`config.mk`:
```
export PLATFORM = sky130hd
export DESIGN_NAME = fft_frame_scheduler_flat
export DESIGN_NICKNAME = d
export VERILOG_FILES = /design/src/rtl/fft_sched_pkg.sv /design/src/rtl/fft_frame_scheduler_if.sv /design/src/rtl/fft_out_tracker.sv /design/src/rtl/fft_frame_scheduler.sv /design/src/flat_wrapper.sv
export SDC_FILE = /design/constraint.sdc
export NUM_CORES = 1
export LEC_CHECK = 0
export CELL_PAD_IN_SITES_DETAIL_PLACEMENT = 0
export CELL_PAD_IN_SITES_GLOBAL_PLACEMENT = 2
export CORE_ASPECT_RATIO = 0.9
export CORE_MARGIN = 2
export CORE_UTILIZATION = 24
export DETAILED_ROUTE_END_ITERATION = 8
export GPL_ROUTABILITY_DRIVEN = 0
export PLACE_DENSITY_LB_ADDON = 0.1
export REMOVE_ABC_BUFFERS = 1
export SETUP_SLACK_MARGIN = 0.4
export SYNTH_ARGS = -nofsm -noshare
export SYNTH_HDL_FRONTEND = slang
export SYNTH_SLANG_ARGS = --single-unit
```
`constraint.sdc`:
```
create_clock -name clk -period 2 [get_ports clk]
set_clock_uncertainty 0.05 [all_clocks]
set_input_delay 0.2 -clock clk [delete_from_list [all_inputs] [get_ports clk]]
set_output_delay 0.2 -clock clk [all_outputs]
set_load 0.01 [all_outputs]
```
`src/rtl/fft_sched_pkg.sv`:
```
`default_nettype none
// ---------------------------------------------------------------------------
// Module : fft_sched_pkg
// Brief  : Shared widths and FSM state type for the FFT frame scheduler.
// Rev    : 1.0
// ---------------------------------------------------------------------------
package fft_sched_pkg;

  localparam int DATA_W    = 32;
  localparam int LOG2N_DEF = 13;
  localparam int FCNT_W    = 16;

  typedef enum logic [1:0] {
    IDLE = 2'd0,
    LOAD = 2'd1,
    GAP  = 2'd2
  } sched_state_e;

endpackage
`default_nettype wire

```
`src/rtl/fft_frame_scheduler_if.sv`:
```
`default_nettype none
// ---------------------------------------------------------------------------
// Module : fft_frame_scheduler_if
// Brief  : Input sample stream and first-stage sample/framing bus.
// Rev    : 1.0
// ---------------------------------------------------------------------------
interface fft_frame_scheduler_if;
  import fft_sched_pkg::*;

  logic              s_valid;
  logic              s_ready;
  logic [DATA_W-1:0] s_real;
  logic [DATA_W-1:0] s_img;
  logic              fft_start;
  logic              fft_over;
  logic [DATA_W-1:0] fft_real;
  logic [DATA_W-1:0] fft_img;

  modport slave (
    input  s_valid, s_real, s_img,
    output s_ready, fft_start, fft_over, fft_real, fft_img
  );

  modport master (
    output s_valid, s_real, s_img,
    input  s_ready, fft_start, fft_over, fft_real, fft_img
  );

endinterface
`default_nettype wire

```
`src/rtl/fft_out_tracker.sv`:
```
`default_nettype none
// ---------------------------------------------------------------------------
// Module : fft_out_tracker
// Brief  : Frames the chain output from done_start/done_end, flags bad lengths.
// Rev    : 1.0
// ---------------------------------------------------------------------------
module fft_out_tracker
  import fft_sched_pkg::*;
#(
  parameter int LOG2N = LOG2N_DEF
) (
  input  wire logic clk,
  input  wire logic rstn,
  input  wire logic flush,
  input  wire logic enable,
  input  wire logic done_start,
  input  wire logic done_end,
  output logic      m_valid,
  output logic      m_first,
  output logic      m_last,
  output logic      len_err
);

  localparam logic [LOG2N-1:0] LAST_IDX = '1;

  logic             open_q, open_d;
  logic [LOG2N-1:0] ocnt_q, ocnt_d;

  // ocnt_q holds the index of the sample presented in the current open cycle.
  always_comb begin
    open_d  = open_q;
    ocnt_d  = ocnt_q;
    m_valid = 1'b0;
    m_first = 1'b0;
    m_last  = 1'b0;
    len_err = 1'b0;
    if (enable) begin
      if (done_start) begin
        m_valid = 1'b1;
        m_first = 1'b1;
        len_err = open_q;
        if (done_end) begin
          m_last  = 1'b1;
          len_err = 1'b1;
          open_d  = 1'b0;
          ocnt_d  = '0;
        end else begin
          open_d  = 1'b1;
          ocnt_d  = LOG2N'(1);
        end
      end else if (open_q) begin
        m_valid = 1'b1;
        ocnt_d  = ocnt_q + 1'b1;
        if (done_end) begin
          m_last  = 1'b1;
          open_d  = 1'b0;
          len_err = (ocnt_q != LAST_IDX);
        end
      end else if (done_end) begin
        len_err = 1'b1;
      end
    end
  end

  always_ff @(posedge clk or negedge rstn) begin
    if (!rstn) begin
      open_q <= 1'b0;
      ocnt_q <= '0;
    end else if (flush) begin
      open_q <= 1'b0;
      ocnt_q <= '0;
    end else begin
      open_q <= open_d;
      ocnt_q <= ocnt_d;
    end
  end

endmodule
`default_nettype wire

```
`src/rtl/fft_frame_scheduler.sv`:
```
`default_nettype none
// ---------------------------------------------------------------------------
// Module : fft_frame_scheduler
// Brief  : Cuts a sample stream into N-point frames for the FFT stage chain,
//          enforces inter-frame gap / in-flight limit. Option: FFT_SCHED_FRAME_CNT_EN.
// Rev    : 1.0
// ---------------------------------------------------------------------------
module fft_frame_scheduler
  import fft_sched_pkg::*;
#(
  parameter int LOG2N        = LOG2N_DEF,
  parameter int GAP_CYCLES   = 4,
  parameter int MAX_INFLIGHT = 2
) (
  input  wire logic            clk,
  input  wire logic            rstn,
  input  wire logic            flush,
  fft_frame_scheduler_if.slave bus,
  input  wire logic            done_start,
  input  wire logic            done_end,
  output logic                 m_valid,
  output logic                 m_first,
  output logic                 m_last,
  output logic                 busy,
  output logic                 err_underrun,
  output logic                 err_len,
  output logic [FCNT_W-1:0]    frames_in,
  output logic [FCNT_W-1:0]    frames_out
);

  localparam int               GW       = (GAP_CYCLES > 1) ? $clog2(GAP_CYCLES) : 1;
  localparam logic [GW-1:0]    GAP_LOAD = GW'(GAP_CYCLES - 1);
  localparam logic [2:0]       INF_MAX  = 3'(MAX_INFLIGHT);
  localparam logic [LOG2N-1:0] LAST_IDX = '1;

  sched_state_e      state_q, state_d;
  logic [LOG2N-1:0]  idx_q, idx_d;
  logic [GW-1:0]     gap_q, gap_d;
  logic [2:0]        inflight_q, inflight_d;
  logic              rdy_en_q;
  logic              start_q, start_d, over_q, over_d;
  logic [DATA_W-1:0] re_q, re_d, im_q, im_d;
  logic              und_q, und_d, len_q, len_d;
  logic              issue, unexp_end, s_ready, trk_len_err;

  // rdy_en_q keeps s_ready low while in reset and releases it on the first clock.
  assign s_ready = rdy_en_q &&
                   (((state_q == IDLE) && (inflight_q < INF_MAX)) || (state_q == LOAD));

  always_comb begin
    state_d = state_q;
    idx_d   = idx_q;
    gap_d   = gap_q;
    start_d = 1'b0;
    over_d  = 1'b0;
    re_d    = '0;
    im_d    = '0;
    und_d   = und_q;
    issue   = 1'b0;
    case (state_q)
      IDLE: begin
        if (bus.s_valid && s_ready) begin
          state_d = LOAD;
          idx_d   = LOG2N'(1);
          start_d = 1'b1;
          re_d    = bus.s_real;
          im_d    = bus.s_img;
        end
      end
      LOAD: begin
        // The chain needs contiguous data: a missing sample becomes zero.
        if (bus.s_valid) begin
          re_d = bus.s_real;
          im_d = bus.s_img;
        end else begin
          und_d = 1'b1;
        end
        if (idx_q == LAST_IDX) begin
          over_d  = 1'b1;
          issue   = 1'b1;
          state_d = GAP;
          gap_d   = GAP_LOAD;
          idx_d   = '0;
        end else begin
          idx_d = idx_q + 1'b1;
        end
      end
      GAP: begin
        if (gap_q == '0) state_d = IDLE;
        else             gap_d   = gap_q - 1'b1;
      end
      default: state_d = IDLE;
    endcase
  end

  always_comb begin
    inflight_d = inflight_q;
    unexp_end  = 1'b0;
    if (issue && !done_end) begin
      inflight_d = inflight_q + 1'b1;
    end else if (done_end && !issue) begin
      if (inflight_q == '0) unexp_end  = 1'b1;
      else                  inflight_d = inflight_q - 1'b1;
    end
    len_d = len_q | trk_len_err | unexp_end;
  end

  always_ff @(posedge clk or negedge rstn) begin
    if (!rstn) begin
      state_q    <= IDLE;
      idx_q      <= '0;
      gap_q      <= '0;
      inflight_q <= '0;
      rdy_en_q   <= 1'b0;
      start_q    <= 1'b0;
      over_q     <= 1'b0;
      re_q       <= '0;
      im_q       <= '0;
      und_q      <= 1'b0;
      len_q      <= 1'b0;
    end else if (flush) begin
      state_q    <= IDLE;
      idx_q      <= '0;
      gap_q      <= '0;
      inflight_q <= '0;
      rdy_en_q   <= 1'b1;
      start_q    <= 1'b0;
      over_q     <= 1'b0;
      re_q       <= '0;
      im_q       <= '0;
      und_q      <= 1'b0;
      len_q      <= 1'b0;
    end else begin
      state_q    <= state_d;
      idx_q      <= idx_d;
      gap_q      <= gap_d;
      inflight_q <= inflight_d;
      rdy_en_q   <= 1'b1;
      start_q    <= start_d;
      over_q     <= over_d;
      re_q       <= re_d;
      im_q       <= im_d;
      und_q      <= und_d;
      len_q      <= len_d;
    end
  end

  assign bus.s_ready   = s_ready;
  assign bus.fft_start = start_q;
  assign bus.fft_over  = over_q;
  assign bus.fft_real  = re_q;
  assign bus.fft_img   = im_q;
  assign busy          = (state_q != IDLE) || (inflight_q != '0);
  assign err_underrun  = und_q;
  assign err_len       = len_q;

  fft_out_tracker #(.LOG2N(LOG2N)) u_trk (
    .clk        (clk),
    .rstn       (rstn),
    .flush      (flush),
    .enable     (rdy_en_q),
    .done_start (done_start),
    .done_end   (done_end),
    .m_valid    (m_valid),
    .m_first    (m_first),
    .m_last     (m_last),
    .len_err    (trk_len_err)
  );

`ifdef FFT_SCHED_FRAME_CNT_EN
  logic [FCNT_W-1:0] fin_q, fout_q;

  always_ff @(posedge clk or negedge rstn) begin
    if (!rstn) begin
      fin_q  <= '0;
      fout_q <= '0;
    end else if (flush) begin
      fin_q  <= '0;
      fout_q <= '0;
    end else begin
      if (issue)    fin_q  <= fin_q + 1'b1;
      if (done_end) fout_q <= fout_q + 1'b1;
    end
  end

  assign frames_in  = fin_q;
  assign frames_out = fout_q;
`else
  assign frames_in  = '0;
  assign frames_out = '0;
`endif

endmodule
`default_nettype wire

```
`src/flat_wrapper.sv`:
```
// flat-port wrapper written by rule: the top's interface ports become plain ports
module fft_frame_scheduler_flat import fft_sched_pkg::*;
#(
  parameter int LOG2N        = LOG2N_DEF,
  parameter int GAP_CYCLES   = 4,
  parameter int MAX_INFLIGHT = 2
)
  (clk, rstn, flush, done_start, done_end, m_valid, m_first, m_last, busy, err_underrun, err_len, frames_in, frames_out, bus_s_valid, bus_s_real, bus_s_img, bus_s_ready, bus_fft_start, bus_fft_over, bus_fft_real, bus_fft_img);
  fft_frame_scheduler_if bus_i ();
  input  wire logic clk;
  input  wire logic rstn;
  input  wire logic flush;
  input  wire logic done_start;
  input  wire logic done_end;
  output logic m_valid;
  output logic m_first;
  output logic m_last;
  output logic busy;
  output logic err_underrun;
  output logic err_len;
  output logic [FCNT_W-1:0] frames_in;
  output logic [FCNT_W-1:0] frames_out;
  input wire logic [$bits(bus_i.s_valid)-1:0] bus_s_valid;
  input wire logic [$bits(bus_i.s_real)-1:0] bus_s_real;
  input wire logic [$bits(bus_i.s_img)-1:0] bus_s_img;
  output wire logic [$bits(bus_i.s_ready)-1:0] bus_s_ready;
  output wire logic [$bits(bus_i.fft_start)-1:0] bus_fft_start;
  output wire logic [$bits(bus_i.fft_over)-1:0] bus_fft_over;
  output wire logic [$bits(bus_i.fft_real)-1:0] bus_fft_real;
  output wire logic [$bits(bus_i.fft_img)-1:0] bus_fft_img;
  assign bus_i.s_valid = bus_s_valid;
  assign bus_i.s_real = bus_s_real;
  assign bus_i.s_img = bus_s_img;
  assign bus_s_ready = bus_i.s_ready;
  assign bus_fft_start = bus_i.fft_start;
  assign bus_fft_over = bus_i.fft_over;
  assign bus_fft_real = bus_i.fft_real;
  assign bus_fft_img = bus_i.fft_img;
  fft_frame_scheduler #(.LOG2N(LOG2N), .GAP_CYCLES(GAP_CYCLES), .MAX_INFLIGHT(MAX_INFLIGHT)) u_core (.clk(clk), .rstn(rstn), .flush(flush), .bus(bus_i), .done_start(done_start), .done_end(done_end), .m_valid(m_valid), .m_first(m_first), .m_last(m_last), .busy(busy), .err_underrun(err_underrun), .err_len(err_len), .frames_in(frames_in), .frames_out(frames_out));
endmodule
```
======== After elaboration in Yosys (flattened, before gate mapping) ========
Index checks and enable logic that the tools add are counted.
operators by class
  add/sub/neg operators ................... 5
  order comparisons ....................... 1
  eq/ne operators ......................... 10
  mux-type cells .......................... 62
  bitwise operators ....................... 2
  reductions and logical operators ........ 26
operator list
  cell                                                                          count
  32-bit two-way mux                                                            6
  32-bit one-hot mux with 2 select lines                                        2
  13-bit two-way mux                                                            7
  1-bit two-way mux                                                             33
  13-bit by 1-bit adder with 13-bit output, second input constant               2
  13-bit one-hot mux with 2 select lines                                        1
  3-bit nonzero test                                                            5
  2-bit two-way mux                                                             7
  13-bit equality test, second input constant                                   1
  13-bit != test, second input constant                                         1
  3-bit two-way mux                                                             4
  3-bit != test, second input constant                                          3
  2-bit AND reduction                                                           4
  3-bit by 2-bit != test with 1-bit output, second input constant               2
  2-bit one-hot mux with 3 select lines                                         1
  3-bit AND reduction                                                           2
  2-bit nonzero test                                                            3
  1-bit logical AND                                                             5
  2-bit logical NOT                                                             2
  2-bit one-hot mux with 2 select lines                                         1
  3-bit by 1-bit adder with 3-bit output, second input constant                 1
  3-bit logical NOT                                                             1
  3-bit by 2-bit less-than comparator with 1-bit output, second input constant  1
  3-bit by 1-bit subtractor with 3-bit output, second input constant            1
  7 further kinds                                                               10
word-level totals
  bits in registers ....................... 103
  word-level logic and storage cells ...... 119

======== Depth between registers and ports, before layout ========
Gate-level depths: netlist of the first run.
  word-level depth ........................ 9
  depth in mapped cells ................... 10

======== Modules after synthesis ========
From an unflattened synthesis of the first run, not the netlist that was laid out.
second synthesis, totals
  cells, all modules ...................... 417
  area, all modules ....................... 4,579.4 µm²
modules (own cells, without submodules)
  module               instances  cells each  area an instance (µm²)  sequential area each (µm²)
  fft_frame_scheduler  1          327         3,766.1                 2,227.1
  fft_out_tracker      1          90          813.3                   350.3

======== Worst setup path after synthesis of the first run ========
OpenSTA, ideal clock, no wires.
  kind .................................... register to register
  start ................................... register u_core.idx_q[0]
  end ..................................... register u_core.inflight_q[1]
  setup time .............................. 0.128 ns
  data arrival time ....................... 2.000 ns
  slack ................................... -0.178 ns
  stages on the path, launching flop included .. 10
  buffers on the path ..................... 0
  path through ............................ dfrtp_1 ha_1 and3_1 nand3_1 nor4_1 xnor2_1 ha_1 nor3b_1 o2111ai_1 nand2_1
between the ends
  longest elaborated chain between the ends .. 7
ends and longest elaborated chain
  element                               RTL line                    text
  start: declaration                    fft_frame_scheduler.sv:37   logic [LOG2N-1:0] idx_q, idx_d;
  start signal: assignment              fft_frame_scheduler.sv:135  idx_q <= idx_d;
  13-bit equality test *                fft_frame_scheduler.sv:78   if (idx_q == LAST_IDX) begin
  1-bit two-way mux *                   fft_frame_scheduler.sv:78
  1-bit two-way mux *                   fft_frame_scheduler.sv:60   case (state_q)
  1-bit logical NOT                     fft_frame_scheduler.sv:101  end else if (done_end && !issue) begin
  1-bit logical AND                     fft_frame_scheduler.sv:101
  3-bit nonzero test (no source line)   n/a
  2-bit AND reduction (no source line)  n/a
  end signal: assignment                fft_frame_scheduler.sv:137  inflight_q <= inflight_d;
  end: declaration                      fft_frame_scheduler.sv:39   logic [2:0] inflight_q, inflight_d;
Every way passes the cells marked *; elsewhere a longest branch is shown, timed or not.
A chain may end at the register's enable or synchronous reset.

======== Worst setup path after layout of the first run ========
  start ................................... register u_core.inflight_q[2]
  end ..................................... output port busy
between the ends
  longest elaborated chain between the ends .. 2
ends and longest elaborated chain
  element             RTL line                    text
  3-bit nonzero test  fft_frame_scheduler.sv:153  assign busy = (state_q != IDLE) || (inflight_q != '0);
  1-bit logical OR    fft_frame_scheduler.sv:153
  end: declaration    flat_wrapper.sv:18          output logic busy;
No other way between the ends.

==> results of run 1 <==
[per-stage QoR]
step,utilization (%),setup TNS [ns],power (mW)
after floorplan,-,-22.74,2.38
after global placement,34.3,-0.171,2.79
after detailed placement,34.3,-0.291,2.79
after CTS,37.4,-0.0717,4.65
after global routing,38.5,-0.280,4.83
final,38.5,0,4.58
[what timing repair did]
| action | CTS | global route |
|---|---|---|
| hold buffers | 1 | 0 |
| endpoints found under the hold margin | 23 | 0 |
| setup buffers | 14 | 7 |
| endpoints found under the setup margin | 89 | 100 |
| pin swaps | 25 | 16 |
| gates resized for setup | 60 | 35 |
| cloned | 1 | 2 |
[kinds of logic after synthesis]
| group | Yosys count |
|---|---|
| and+or+nand+nor | 186 |
| AOI/OAI and AO/OA | 70 |
| xor gates and xnor gates | 6 |
| other | 2 |
| muxes | 3 |
| adders and majority gates | 4 |
| DFF | 103 |
| buffers and inverters | 60 |
[flip-flops by register name (all words and copies together) (netlist names), 2 cells and up]
signal,flops
u_core.bus.fft_real,32
u_core.state_q,2
u_core.inflight_q,3
u_core.idx_q,13
u_core.u_trk.ocnt_q,13
u_core.gap_q,2
u_core.bus.fft_img,32
[metal layers]
metal | vias up | routed length (um) | global-route usage [%]
met5 | - | 0 | 0
met4 | 0 | 160 | 3.95
met3 | 13 | 2160 | 10.8
met2 | 160 | 6410 | 21.1
met1 | 1864 | 5940 | 17.5
li1 | 1830 | - | -
[layout make-up]
type | instances | area (um^2) | share of cell area [%]
inverter | 4 | 15.0 | 0.204
clock inverter | 6 | 57.6 | 0.782
clock buffer | 10 | 229 | 3.11
sequential | 103 | 2580 | 35.1
tap | 250 | 313 | 4.25
multi-input combinational | 303 | 2090 | 28.4
timing repair buffer | 214 | 2080 | 28.2
[critical path, cell delays in order (launching register included)]
cell,delay (ns)
dfrtp_1,0.51
nor3_4,0.29
nand2_1,0.09
clkdlybuf4s50_1,0.49
[final timing paths]
path,start,to,slack [ns],cells after the start
worst max-delay path,u_core.inflight_q[2]$_DFFE_PN0P_,busy,0.02,3
worst min-delay path,rstn,u_core.u_trk.ocnt_q[3]$_DFFE_PN0P_,0.24,2
worst max register to register,u_core.idx_q[9]$_DFFE_PN0P_,u_core.inflight_q[1]$_DFFE_PN0P_,0.02,8
worst min register to register,u_core.u_trk.ocnt_q[9]$_DFFE_PN0P_,u_core.u_trk.ocnt_q[9]$_DFFE_PN0P_,0.44,1
max in group asynchronous,rstn,u_core.bus.fft_img[17]$_DFF_PN0_,0.95,3
min in group clk,bus_s_img[30],u_core.bus.fft_img[30]$_DFF_PN0_,0.33,2
[power by group]
group,internal (mW),total [mW],switching [mW]
registers,2.14,2.16,0.0209
logic,0.351,0.651,0.300
clock network,0.881,1.77,0.893
[synthesized netlist by cell type, types with 6 or more instances]
cell type,number
and3_1,6
nand3_1,10
o21ai_0,15
buf_4,33
clkbuf_1,16
a31oi_1,9
a21oi_1,14
nand2_1,20
nor3_1,6
dfrtp_1,103
and4_1,6
and2_1,69
nor2_1,28
==> metrics, run 1 <==
outcome=completed; Area Growth Syn to Fin=57.8%; Crit path arrival time=1.73 ns; hold crit path type=input pin to asynchronous set/reset pin; WHS=0.244 ns; simple-gate share of the synthesized area=23.6%; synthesized area=4660 um^2; proportion of synthesized area in mux cells=0.644%; post-synth cell types=59; area leader, netlist=dfrtp_1; synthesized flop and latch total=103; drt first-iter violations=133; worst skew pair latency=0.36 ns; dpl cells=849; Final min period=1.98 ns; global-route wire length before repair=22,700 um; Vias=3,867; post-synthesis sequential area ratio=55.3%; main combinational cell family by area after synthesis=simple AND/OR/NAND/NOR gates; clk buf depth=2; Synth Flop Type=dfrtp_1; antenna cell count=0; Post-Synth XOR/XNOR Area=1.13%; Die X-Extent=151 um; H-tree depth=3; Final Cycle Share=99.1%; wire per inst=16.5 um; via count normalized by instance count=4.34; PortBufs=142; Synth Area in Adders=1.07%; top post-synthesis cells by area=dfrtp_1 (55%), and2_1 (9.3%), buf_4 (5.3%), nor2_1 (2.3%), nand2_1 (1.6%); layout cells sized above 1=22.0%; vias in the first global route=4,052; endpoints failing setup=0; Layout Cells excl Fill=890; Yosys top cell area share=55.3%; root buffer cell=clkbuf_16; Post-synth EDFFs=0; final WL=14,700 um; Setup WS post-layout=0.0174 ns; initial core utilization=24.4%; Layout fillers=1,893; Pwr Density=623 nW/um^2; Clk pin slew, worst setup/hold paths=0.07 ns; clock sinks=103; WP data required=1.75 ns; Post-Syn Instances=434; drt pass-1 iters=4; DIE AREA=20,600 um^2; Synth warnings=0; fin area=7360 um^2; commonest non-fill, non-tap cell in the layout=clkdlybuf4s50_1; Rows=48; WS Path Type=register to primary output; peak supply drop=0.357 mV; io pins=175; Post-Syn Area per Cell=10.7 um^2; Residual DRC=0; initial antenna violation count=0; Core Region=19,100 um^2; crit path launch type=register; worst-path fanout max=7; CTS tree=yes; commonest cells after routing, fill and taps aside=clkdlybuf4s50_1 (132), dfrtp_1 (101), and2_1 (68); final hold violations=0; # nets final=709; ys async rst share=100%; gr usage total=14.7%; pre-CTS WS=-0.162 ns; total of max-cap violations=0; Final ANT Viol Nets=0; Slew Viols, Final=0; largest net degree at the start of global routing=65; Die Y=136 um; RSZ-0062 raised after global routing=true; Synth Area in Compound Gates=10.1%; placed cell areas=6540 um^2; CP endpoint kind=primary output; Num CTS Buffers=9; Max Freq=504 MHz; dpl hpwl=10,300 um; grt ovf=0; Static Leak=3.34 nW
(Power assumes the default switching activity.)
==> run 2, diff against run 1 <==
Settings changed: CORE_MARGIN 2 to not set, GPL_TIMING_DRIVEN set to 0.
==> metrics, run 2 (synthesized netlist as in run 1, its figures left out) <==
Final Util=39.8%; Vias=3,747; # nets final=691; Worst Tran Pin Value=0.774 ns; Die Y=134 um; global-route wire length before repair=21,100 um; RSZ-0062 raised after global routing=true; vias in the first global route=3,801; Static Leak=3.34 nW; register share of total power=47.0%; crit path launch type=register; Setup WS post-layout=-0.0980 ns; DIE AREA=20,000 um^2; worst skew pair latency=0.36 ns; Rows=47; CTS tree=yes; antenna cell count=0; Layout fillers=1,836; dpl hpwl=9180 um; Final ANT Viol Nets=0; clock sinks=103; Max Freq=477 MHz; clock network fraction of total power=38.0%; Core Region=18,700 um^2; reg-to-reg setup timing slack=-0.1 ns; reg2reg start=u_core.idx_q[11]$_DFFE_PN0P_; hold crit path type=input pin to asynchronous set/reset pin; Area Growth Syn to Fin=59.5%; root buffer cell=clkbuf_16; sw frac=26.2%; largest net degree at the start of global routing=90; Psw=1.21 mW; Int Pwr=3.41 mW; peak supply drop=0.406 mV; initial core utilization=24.9%; WP data required=2.18 ns; violated checks=negative setup slack; outcome=finished, violations left; Die X-Extent=149 um; Num CTS Buffers=9; grt ovf=0; total of max-cap violations=0; endpoints failing setup=2; Residual DRC=0; Final Cycle Share=105%; Slew Viols, Final=0; final hold violations=0; WS Path Type=register to register; wire per inst=16.2 um; initial antenna violation count=0; R2R depth=9; drt pass-1 iters=4; PortBufs=142; FF-to-FF End=u_core.inflight_q[2]$_DFFE_PN0P_; io pins=175; CP endpoint kind=register; commonest non-fill, non-tap cell in the layout=clkdlybuf4s50_1; Logic pwr share=15.0%; Pwr Density=620 nW/um^2; Clk pin slew, worst setup/hold paths=0.08 ns; layout cells sized above 1=30.1%; fin area=7440 um^2; drt first-iter violations=189; H-tree depth=3; gr usage total=14.0%; Final min period=2.10 ns; Slew Limit Headroom=48.4%; placed cell areas=6230 um^2; via count normalized by instance count=4.33; commonest cells after routing, fill and taps aside=clkdlybuf4s50_1 (132), dfrtp_1 (97), and2_4 (65); clk buf depth=2; final WL=14,000 um; worst-path fanout max=5; Fin Setup TNS=-0.188 ns; Crit path arrival time=2.28 ns
[run 2: cell count changes in the layout (fill, tap and decap cells not counted), moves of 3 or more]
cell	before	now
a21oi_1	11	14
a21oi_2	3	0
and2_1	68	3
and2_4	1	65
buf_4	48	29
buf_6	21	13
buf_8	0	4
clkbuf_16	10	14
dfrtp_1	101	97
dfrtp_2	2	6
[run 2: worst max-delay path by stage]
stage	from	to	slack, ns	cells past startpoint
after floorplan	u_core.inflight_q[2]$_DFFE_PN0P_	u_core.bus.fft_img[0]$_DFF_PN0_	-0.35	4
after global placement	rstn	u_core.bus.fft_img[15]$_DFF_PN0_	-3.77	1
after detailed placement	flush	u_core.u_trk.ocnt_q[9]$_DFFE_PN0P_	-1.21	5
after CTS	u_core.idx_q[0]$_DFFE_PN0P_	u_core.inflight_q[1]$_DFFE_PN0P_	-0.11	9
after global routing	u_core.idx_q[1]$_DFFE_PN0P_	u_core.inflight_q[2]$_DFFE_PN0P_	-0.25	10
final	u_core.idx_q[11]$_DFFE_PN0P_	u_core.inflight_q[2]$_DFFE_PN0P_	-0.1	9
[run 2: power groups by stage]
stage / Combinational [mW] / Sequential, mW / Clock, mW
after global placement: 0.532 / 2.21 / 0
after CTS: 0.637 / 2.17 / 1.82
final: 0.693 / 2.17 / 1.75
after global routing: 0.755 / 2.17 / 1.91
after detailed placement: 0.546 / 2.21 / 0
after floorplan: 0.150 / 2.23 / 0
[run 2: worst max-delay path: stages (launching register included)]
cell       delay [ns]
dfrtp_1          0.41
nand3_2          0.14
or2_4            0.29
nor4_4           0.25
xnor2_1          0.15
ha_2             0.20
nor2b_4          0.14
nor3_1           0.05
o2111ai_1        0.23
nand2_1          0.07
[run 2: layer usage]
layer | up-vias | part of all wire [%] | wire, um | track usage (%)
met3 | 12 | 12 | 1700 | 8.91
li1 | 1788 | - | - | -
met1 | 1819 | 42 | 5900 | 16.8
met4 | 0 | 1.4 | 191 | 4.54
met5 | - | 0 | 0 | 0
met2 | 128 | 44 | 6200 | 20.3
[run 2: cell type report]
class | instances | area [um^2] | share of cell area, %
inverters | 4 | 15.0 | 0.202
clock inverters | 6 | 60.1 | 0.807
clock buffers | 9 | 225 | 3.03
well taps | 245 | 307 | 4.12
repair buffers | 197 | 2050 | 27.6
flip-flops and latches | 103 | 2580 | 34.7
multi-input cells | 302 | 2200 | 29.5
[run 2: metrics by stage]
step | instances | hold slack [ns] | setup slack [ns] | power (mW)
after floorplan | 409 | -0.146 | -0.350 | 2.38
after global placement | 796 | 0.417 | -3.77 | 2.74
after detailed placement | 799 | -0.0100 | -1.21 | 2.76
after CTS | 848 | 0.177 | -0.105 | 4.63
after global routing | 866 | 0.185 | -0.249 | 4.84
final | 866 | 0.179 | -0.0980 | 4.61
[run 2: timing repair]
item	CTS	global route
gates cloned	0	7
setup endpoints to repair	106	96
endpoints found under the hold margin	103	0
setup buffers	33	11
hold buffers	1	0
resized for setup	112	51
pin swaps	11	61
==> run 3, diff against run 2 <==
Settings changed: PLACE_DENSITY set to 0.72, PLACE_DENSITY_LB_ADDON 0.1 to not set.
Clock period 2 ns to 1.9 ns, I/O delays scaled along.
==> metrics, run 3 (synthesized netlist as in run 1, its figures left out) <==
Sequential cell area=2590 um^2; Static Leak=3.82 nW; dpl hpwl=8290 um; Pwr Density=674 nW/um^2; commonest cells after routing, fill and taps aside=clkdlybuf4s50_1 (94), dfrtp_1 (94), and2_4 (67); Layout fillers=1,802; Fin Setup TNS=-0.428 ns; CTS tree=yes; Num CTS Buffers=9; Vias=3,750; RSZ-0062 raised after global routing=true; Final ANT Viol Nets=0; outcome=finished, violations left; via count normalized by instance count=4.38; global-route wire length before repair=19,300 um; Slew Limit Headroom=45.3%; met2 routed WL=6220 um; Highest Signal Layer=met4; PortBufs=142; Die X-Extent=149 um; Final Cycle Share=112%; Slew Viols, Final=0; slowest stage delay, CP=0.41 ns; WHS=0.336 ns; hold crit path type=input pin to register; grt ovf=0; antenna cell count=0; initial core utilization=24.9%; # nets final=681; Area Growth Syn to Fin=59.7%; Setup WS post-layout=-0.220 ns; endpoints failing setup=2; met3 routed WL=1150 um; Residual DRC=0; Crit path arrival time=2.31 ns; WL met1=5110 um; area of the multi-input gates=2250 um^2; pre-CTS WS=-1.22 ns; final WL=12,700 um; Max Freq=472 MHz; crit path launch type=register; root buffer cell=clkbuf_16; DIE AREA=20,000 um^2; vias in the first global route=3,644; Final Util=39.8%; wire per inst=14.8 um; worst skew pair latency=0.35 ns; WP data required=2.09 ns; CP max stage cell=dfrtp_2; clk buf depth=2; Core Region=18,700 um^2; Rows=47; Final min period=2.12 ns; peak supply drop=0.444 mV; H-tree depth=3; total of max-cap violations=0; Clk pin slew, worst setup/hold paths=0.08 ns; largest net degree at the start of global routing=64; gr usage total=12.4%; clock sinks=103; placed cell areas=6220 um^2; layout cells sized above 1=30.9%; fin area=7450 um^2; drt first-iter violations=167; initial antenna violation count=0; violated checks=negative setup slack; crit-path cells=nand4_4 -> or2_4 -> nor4_4 -> xnor2_1 -> ha_2 -> nor2b_4 -> nor3_1 -> o2111ai_2 -> nand2_1; WS Path Type=register to register; worst-path fanout max=4; io pins=175; final hold violations=0; Worst Tran Pin Value=0.821 ns; CP endpoint kind=register; drt pass-1 iters=4; Die Y=134 um
==> run 3: cell types whose count changed in the layout (fill, tap and decap cells not counted), moves of 4 or more <==
cell / previous run / this run
dlymetal6s2s_1: 1 / 29
clkdlybuf4s50_1: 132 / 94
buf_4: 29 / 25
dlygate4sd2_1: 2 / 12
o21ai_1: 2 / 6
o21ai_0: 13 / 8
==> run 3: repair_timing <==
| item | CTS | global route |
|---|---|---|
| endpoints found under the hold margin | 62 | 0 |
| setup buffers | 23 | 14 |
| hold buffers | 1 | 0 |
| endpoints found under the setup margin | 118 | 128 |
| gates resized for setup | 73 | 139 |
| pin swaps | 13 | 54 |
| cloned | 0 | 4 |
==> run 3: power breakdown <==
group	leakage, nW	internal, mW	switching [mW]
Clock	0.162	1.17	0.887
Combinational	2.26	0.381	0.307
Sequential	1.40	2.25	0.0245
==> run 3: cell type report <==
class	instances	share of cell area [%]
sequential	103	34.7
clock buffer	9	3.02
clock inverter	7	1.38
inverter	4	0.202
multi-input combinational	302	30.2
timing repair buffer	187	26.3
tap	245	4.11
==> run 3: final timing paths <==
| path | start | endpoint | slack, ns | cells after the start |
|---|---|---|---|---|
| setup / recovery | u_core.idx_q[9]$_DFFE_PN0P_ | u_core.inflight_q[2]$_DFFE_PN0P_ | -0.22 | 9 |
| hold / removal | bus_s_real[0] | u_core.bus.fft_real[0]$_DFF_PN0_ | 0.34 | 2 |
| setup reg to reg | u_core.idx_q[9]$_DFFE_PN0P_ | u_core.inflight_q[2]$_DFFE_PN0P_ | -0.22 | 9 |
| hold reg to reg | u_core.err_underrun$_DFFE_PN0P_ | u_core.err_underrun$_DFFE_PN0P_ | 0.46 | 2 |
| max in group asynchronous | rstn | u_core.inflight_q[1]$_DFFE_PN0P_ | 0.64 | 3 |
| min in group asynchronous | rstn | u_core.bus.fft_img[2]$_DFF_PN0_ | 0.44 | 2 |
==> run 3: per-stage QoR <==
step | power (mW) | instances
6_report | 5.02 | 857
2_1_floorplan | 2.50 | 409
5_1_grt | 5.26 | 857
4_1_cts | 5.00 | 839
3_3_place_gp | 2.87 | 796
3_5_place_dp | 2.89 | 799
==> run 3: metal layers <==
| metal | up-vias | GRT usage, % |
|---|---|---|
| met5 | - | 0 |
| met4 | 0 | 5.78 |
| met3 | 12 | 5.14 |
| met2 | 129 | 19.7 |
| met1 | 1824 | 14.6 |
| li1 | 1785 | - |
==> run 3: critical path: cells and delay by family (launching register included) <==
kind            cells  cell delay, ns
simple gates        6            0.95
compound gates      1            0.22
flops               1            0.41
fa+ha+maj           1            0.22
xor+xnor            1            0.16
